<file path="src/rtl/pacman_map_writer.sv">
// pacman_map_writer
// -----------------
// Tile-RAM write engine on the responder side of the pacman move handshake.
// For each accepted move request it reads the target tile and decides whether
// the move is legal. If it is, it erases pacman from the current tile and
// draws pacman on the next tile. It counts eaten pills and finishes every
// request with a one-cycle done pulse. blocked qualifies that pulse.
//
// Optional feature: define PACMAN_POWER_PILL_EN to build the power-mode
// timer. When the macro is undefined, power_active is tied low and a power
// pill counts as an ordinary pill.
//
// All outputs come straight from flops. Each output register is loaded from
// the next state, so it changes on the same edge as the state it belongs to.

module pacman_map_writer #(
  parameter int          MAP_W       = 40,
  parameter int          MAP_H       = 30,
  parameter int          ADDR_W      = 11,
  parameter int          PILL_W      = 33,
  parameter logic [23:0] POWER_TICKS = 24'd5000000
) (
  input  logic              CLOCK_50,
  input  logic              reset,
  input  logic              req,
  input  logic [5:0]        curr_x,
  input  logic [4:0]        curr_y,
  input  logic [5:0]        next_x,
  input  logic [4:0]        next_y,
  output logic [ADDR_W-1:0] ram_addr,
  output logic              ram_wr_en,
  output logic [3:0]        ram_wr_data,
  input  logic [3:0]        ram_rd_data,
  output logic              done,
  output logic              blocked,
  output logic [PILL_W-1:0] pill_count,
  output logic              power_active
);

  // Tile codes. Codes above PACMAN carry no meaning and behave like EMPTY.
  localparam logic [3:0] TILE_EMPTY  = 4'd0;
  localparam logic [3:0] TILE_WALL   = 4'd1;
  localparam logic [3:0] TILE_PILL   = 4'd2;
  localparam logic [3:0] TILE_POWER  = 4'd3;
  localparam logic [3:0] TILE_PACMAN = 4'd4;

  // State sequence for one request:
  //   RD      - the target address is on the RAM port.
  //   RD_WAIT - the RAM returns the tile, and it is captured.
  //   DECIDE  - the move is judged from the registered tile and coordinates.
  //   ERASE   - EMPTY is written at the current tile.
  //   DRAW    - PACMAN is written at the next tile.
  //   REJECT  - one idle slot for a refused move. It gives a blocked move the
  //             same completion latency as a same-tile move.
  //   FIN     - done pulse.
  typedef enum logic [2:0] {
    S_IDLE,
    S_RD,
    S_RD_WAIT,
    S_DECIDE,
    S_ERASE,
    S_DRAW,
    S_REJECT,
    S_FIN
  } state_e;

  state_e              state_q, state_d;
  logic [5:0]          cx_q, cx_d, nx_q, nx_d;
  logic [4:0]          cy_q, cy_d, ny_q, ny_d;
  logic [3:0]          tile_q, tile_d;
  logic [ADDR_W-1:0]   ram_addr_q, ram_addr_d;
  logic                ram_wr_en_q, ram_wr_en_d;
  logic [3:0]          ram_wr_data_q, ram_wr_data_d;
  logic                done_q, done_d;
  logic                blocked_q, blocked_d;
  logic [PILL_W-1:0]   pill_q, pill_d;

`ifdef PACMAN_POWER_PILL_EN
  logic [23:0]         timer_q, timer_d;
  logic                power_q, power_d;
`endif

  // Linear tile address y*MAP_W + x. Any 6-bit x and 5-bit y fit in ADDR_W
  // bits, so out-of-range reads still form a real address. The read result
  // is simply ignored in that case.
  function automatic logic [ADDR_W-1:0] tile_addr(input logic [5:0] x,
                                                  input logic [4:0] y);
    return ADDR_W'(y) * ADDR_W'(MAP_W) + ADDR_W'(x);
  endfunction

  function automatic logic in_map(input logic [5:0] x, input logic [4:0] y);
    return (int'(x) < MAP_W) && (int'(y) < MAP_H);
  endfunction

  function automatic logic is_pill(input logic [3:0] t);
    return (t == TILE_PILL) || (t == TILE_POWER);
  endfunction

  // Next-state logic and next values of every output register.
  // NOTE: every variable gets a default before the case statement. Any path
  // that does not assign a variable then holds its value instead of
  // inferring a latch.
  always_comb begin
    state_d       = state_q;
    cx_d          = cx_q;
    cy_d          = cy_q;
    nx_d          = nx_q;
    ny_d          = ny_q;
    tile_d        = tile_q;
    blocked_d     = blocked_q;
    pill_d        = pill_q;
    ram_addr_d    = ram_addr_q;
    ram_wr_data_d = ram_wr_data_q;

    case (state_q)
      S_IDLE: begin
        if (req) begin
          cx_d      = curr_x;
          cy_d      = curr_y;
          nx_d      = next_x;
          ny_d      = next_y;
          blocked_d = 1'b0;
          state_d   = S_RD;
        end
      end
      S_RD:      state_d = S_RD_WAIT;
      S_RD_WAIT: begin
        tile_d  = ram_rd_data;
        state_d = S_DECIDE;
      end
      S_DECIDE: begin
        // The current tile is range-checked as well, so the erase can never
        // write outside the map.
        if ((tile_q == TILE_WALL) || !in_map(nx_q, ny_q) || !in_map(cx_q, cy_q)) begin
          blocked_d = 1'b1;
          state_d   = S_REJECT;
        end else if ((nx_q == cx_q) && (ny_q == cy_q)) begin
          state_d = S_DRAW;
        end else begin
          state_d = S_ERASE;
        end
      end
      S_ERASE:  state_d = S_DRAW;
      S_DRAW:   state_d = S_FIN;
      S_REJECT: state_d = S_FIN;
      S_FIN:    state_d = S_IDLE;
      default:  state_d = S_IDLE;
    endcase

    // Output registers follow the state being entered.
    ram_wr_en_d = (state_d == S_ERASE) || (state_d == S_DRAW);
    done_d      = (state_d == S_FIN);

    case (state_d)
      S_RD: ram_addr_d = tile_addr(nx_d, ny_d);
      S_ERASE: begin
        ram_addr_d    = tile_addr(cx_d, cy_d);
        ram_wr_data_d = TILE_EMPTY;
      end
      S_DRAW: begin
        ram_addr_d    = tile_addr(nx_d, ny_d);
        ram_wr_data_d = TILE_PACMAN;
      end
      default: ;
    endcase

    // DRAW lasts one cycle, so entering it counts each eaten pill exactly
    // once. The counter wraps naturally.
    if ((state_d == S_DRAW) && is_pill(tile_q)) begin
      pill_d = pill_q + PILL_W'(1);
    end

`ifdef PACMAN_POWER_PILL_EN
    // A power pill (re)loads the timer. Otherwise the timer counts down, and
    // power mode ends on the cycle the timer reaches zero.
    timer_d = timer_q;
    power_d = power_q;
    if ((state_d == S_DRAW) && (tile_q == TILE_POWER)) begin
      timer_d = POWER_TICKS;
      power_d = (POWER_TICKS != 24'd0);
    end else if (timer_q != 24'd0) begin
      timer_d = timer_q - 24'd1;
      if (timer_q == 24'd1) begin
        power_d = 1'b0;
      end
    end
`endif
  end

  // State and output registers. Reset returns everything to idle at once.
  // NOTE: sequential state uses non-blocking assignments only. All flops then
  // sample their inputs on the same edge, whatever order the statements
  // appear in.
  always_ff @(posedge CLOCK_50 or posedge reset) begin
    if (reset) begin
      state_q       <= S_IDLE;
      cx_q          <= '0;
      cy_q          <= '0;
      nx_q          <= '0;
      ny_q          <= '0;
      tile_q        <= TILE_EMPTY;
      ram_addr_q    <= '0;
      ram_wr_en_q   <= 1'b0;
      ram_wr_data_q <= '0;
      done_q        <= 1'b0;
      blocked_q     <= 1'b0;
      pill_q        <= '0;
`ifdef PACMAN_POWER_PILL_EN
      timer_q       <= '0;
      power_q       <= 1'b0;
`endif
    end else begin
      state_q       <= state_d;
      cx_q          <= cx_d;
      cy_q          <= cy_d;
      nx_q          <= nx_d;
      ny_q          <= ny_d;
      tile_q        <= tile_d;
      ram_addr_q    <= ram_addr_d;
      ram_wr_en_q   <= ram_wr_en_d;
      ram_wr_data_q <= ram_wr_data_d;
      done_q        <= done_d;
      blocked_q     <= blocked_d;
      pill_q        <= pill_d;
`ifdef PACMAN_POWER_PILL_EN
      timer_q       <= timer_d;
      power_q       <= power_d;
`endif
    end
  end

  assign ram_addr    = ram_addr_q;
  assign ram_wr_en   = ram_wr_en_q;
  assign ram_wr_data = ram_wr_data_q;
  assign done        = done_q;
  assign blocked     = blocked_q;
  assign pill_count  = pill_q;

`ifdef PACMAN_POWER_PILL_EN
  assign power_active = power_q;
`else
  // Power mode is not built, so the output is constant zero. POWER_TICKS
  // appears here only so the parameter stays referenced.
  assign power_active = 1'b0 && (POWER_TICKS != 24'd0);
`endif

endmodule

</file>
<file path="config.mk">
export PLATFORM = sky130hd
export DESIGN_NAME = pacman_map_writer
export DESIGN_NICKNAME = d
export VERILOG_FILES = /design/src/rtl/pacman_map_writer.sv
export SDC_FILE = /design/constraint.sdc
export NUM_CORES = 1
export LEC_CHECK = 0
export CELL_PAD_IN_SITES_DETAIL_PLACEMENT = 0
export CELL_PAD_IN_SITES_GLOBAL_PLACEMENT = 1
export CORE_UTILIZATION = 40
export DETAILED_ROUTE_END_ITERATION = 10
export GPL_TIMING_DRIVEN = 0
export HOLD_SLACK_MARGIN = 0.02
export PLACE_DENSITY = 0.84
export SKIP_LAST_GASP = 1
export SYNTH_ARGS = -nofsm -noshare
export SYNTH_HDL_FRONTEND = slang
export SYNTH_SLANG_ARGS = --single-unit
</file>
<file path="constraint.sdc">
create_clock -name CLOCK_50 -period 7.5 [get_ports CLOCK_50]
set_clock_uncertainty 0.05 [all_clocks]
set_input_delay 0.75 -clock CLOCK_50 [delete_from_list [all_inputs] [get_ports CLOCK_50]]
set_output_delay 0.75 -clock CLOCK_50 [all_outputs]
set_load 0.01 [all_outputs]
</file>
==> metrics <==
run status=finished clean; largest family of logic cells by synthesized area=simple AND/OR/NAND/NOR gates; slowest CP cell=clkdlybuf4s50_1; worst-margin pin slew=0.576 ns; TritonCTS Buffers=9; ANT cells=0; port bufs=76; DRT iter0 DRCs=97; share of layout cells above drive strength 1=0.112; Die X=106 µm; Relative slew margins=0.615; Final Worst Setup Slack=2.63 ns; vias in the first global route=3194; Starting Density=0.416; Gate Count Post-Synth=395; post-CTS sizing=0; CP Data Arrival Time=5.06 ns; Post-CTS Repair Setup Buffers=0; clock-pin slew on the worst setup and hold paths=0.08 ns; YS warnings=0; max-cap violation count=0; final period utilization=0.649; total length of routed wires=9710 µm; post-synthesis adder-cell area fraction=0.0736; Post-Synth XOR/XNOR Area=0.112; post-synthesis sequential area ratio=0.447; Root Buffer=clkbuf_8; worst-path cell chain=clkdlybuf4s50_1 -> nor4b_4 -> buf_2 -> buf_2 -> mux2i_1 -> inv_1 -> ha_1 -> ha_1 -> fa_1 -> nor2b_1 -> or2_2 -> a32o_1 -> a211oi_1 -> o32a_1 -> o21ai_1; worst hold path class=reg2reg; commonest register cell after synthesis=dfrtp_1; Critical Path Source Type=primary input; Final nets=538; Worst path max stage delay=0.52 ns; RSZ-0062 raised after global routing=no; quantity of hold-fixing buffers added after cts=0; remaining design rule violation count=0; post-synthesis cell type count=56; vias post-DR=3174; Fmax=205 MHz; routed length per instance=15.5 µm; VDD IR max=0.242 mV; Core Area=0.0104 mm²; post-DR vias/cell=5.07; largest net degree at the start of global routing=72; top cells by area, synth=dfrtp_1 (45%), xor2_1 (8.5%), ha_1 (5.5%); Synth Area in Simple Gates=0.161; multiplexer share of the synthesized area=0.0873; DR pass1 iterations=4; CP Capture Type=flop; compound-cell area share of the yosys netlist=0.0786; Setup TNS=0 ns; antenna violations before repair=0; Slew Viols, Final=0; H-tree depth=3; EDFF count, synth=0; ANT nets after route=0; most common cell after layout, fill and taps aside=dfrtp_1; Final Power=2.12 mW; Final Setup Violations=0; most frequent cells in the layout=dfrtp_1 (77), clkdlybuf4s50_1 (76), xor2_1 (42); Finished Cell Area=0.00550 mm²; DP HPWL=7390 µm; min Tclk post-route=4.87 ns; CTS tree=done; Final Util=0.530; area share of the largest cell type after synthesis=0.447; # IOs=81; Syn Area/Cell=10.9 µm²; global-route wire length before repair=16000 µm; Power Density=385 mW/mm²; Die H=106 µm; Worst-Skew Late Latency=0.35 ns; dpl ws=2.25 ns; Crit path required time=7.69 ns; critical path class=in2reg; fraction of registers with async set/reset=1.00; Hold Vio Cnt, Final=0; Num Clock Sinks=77; Die Area=0.0112 mm²; CTS Buffer Depth=2; crit path max fanout=10; FP Rows=37; Seq cells post-synth=77; Cell Area, Synth=0.00432 mm²; GP Congestion=0.842; gr usage total=0.187; leakage=2.49 nW; area grow syn2layout=27.5%; DP Area=0.00529 mm²; post-synth top area cell=dfrtp_1; grt ovf=0
==> final cells by class <==
cell class,count,area [µm²]
Fill cell,943,4870
Multi-Input combinational cell,284,2220
Sequential cell,77,1930
Timing Repair Buffer,77,788
Tap cell,136,170
Clock buffer,10,138
Buffer,18,104
Clock inverter,5,75.1
Inverter,19,73.8
==> synthesized netlist by cell type, types with 2 or more instances <==
cell and count:
a21o_1 3, a21oi_1 13, and3_1 2, and4_1 4, buf_2 8, buf_4 5
clkbuf_1 3, clkinv_1 2, dfrtp_1 77, fa_1 4, ha_1 19, inv_1 17
mux2_1 12, mux2_2 9, mux2i_1 14, nand2_1 26, nand3_1 13, nand4_1 6
nor2_1 22, nor2b_1 5, nor3_1 9, nor3b_1 4, nor4_1 10, nor4_2 6
nor4b_2 2, o211ai_1 3, o21ai_0 10, o21ai_1 4, o21bai_1 2, o221ai_1 2
xnor2_1 13, xor2_1 42
==> sequential cells by signal, indices dropped and copies added, names as in the netlist <==
name,cells
pill_count,33
ram_addr,11
cx_q,6
nx_q,6
cy_q,5
ny_q,5
tile_q,4
state_q,3
blocked,1
done,1
ram_wr_data,1
ram_wr_en,1
==> metal layers <==
layer  share of wire  up-vias  GRT usage
li1                -     1564          -
met1            0.48     1531      0.254
met2            0.47       71      0.289
met3           0.039        8     0.0383
met4           0.013        0     0.0774
met5               0        -          0
==> metrics by stage <==
stage / hold WS, ns / cells
floorplan: 0.422 / 398
global placement: 0.404 / 610
detailed placement: 0.411 / 611
CTS: 0.423 / 626
global route: 0.437 / 626
finish: 0.416 / 626
==> path summary, 6_finish.rpt <==
| path | depth (start not counted) | endpoint | from | slack, ns |
|---|---|---|---|---|
| hold / removal | 1 | pill_count[32] | pill_count[32] | 0.42 |
| setup reg to reg | 15 | ram_addr[10] | state_q[1] | 2.94 |
| setup / recovery | 15 | ram_addr[10] | req | 2.63 |
| min in group asynchronous | 2 | ram_addr[8] | reset | 0.58 |
| hold reg to reg | 1 | pill_count[32] | pill_count[32] | 0.42 |
| max in group asynchronous | 3 | tile_q[1] | reset | 6.25 |
==> worst max-delay path: cells and delay by family <==
family,cells,cell delay (ns)
buffers and inverters,4,1.33
AND/OR/NAND/NOR,3,1.02
adder cells (fa/ha/maj),3,0.97
AO/OA/AOI/OAI,4,0.69
multiplexers,1,0.32
==> kinds of logic after synthesis <==
family | count (synthesis)
other | 1
xor gates and xnor gates | 55
muxes | 35
buffers and inverters | 37
and+or+nand+nor | 118
adders and majority gates | 23
DFF | 77
AOI/OAI and AO/OA | 49
==> power breakdown <==
part / internal, mW / total, mW / switching (mW)
Combinational: 0.526 / 1.13 / 0.605
Sequential: 0.543 / 0.637 / 0.0940
Clock: 0.193 / 0.347 / 0.154
Total: 1.26 / 2.12 / 0.853
Power figures use the tool's default switching activity.
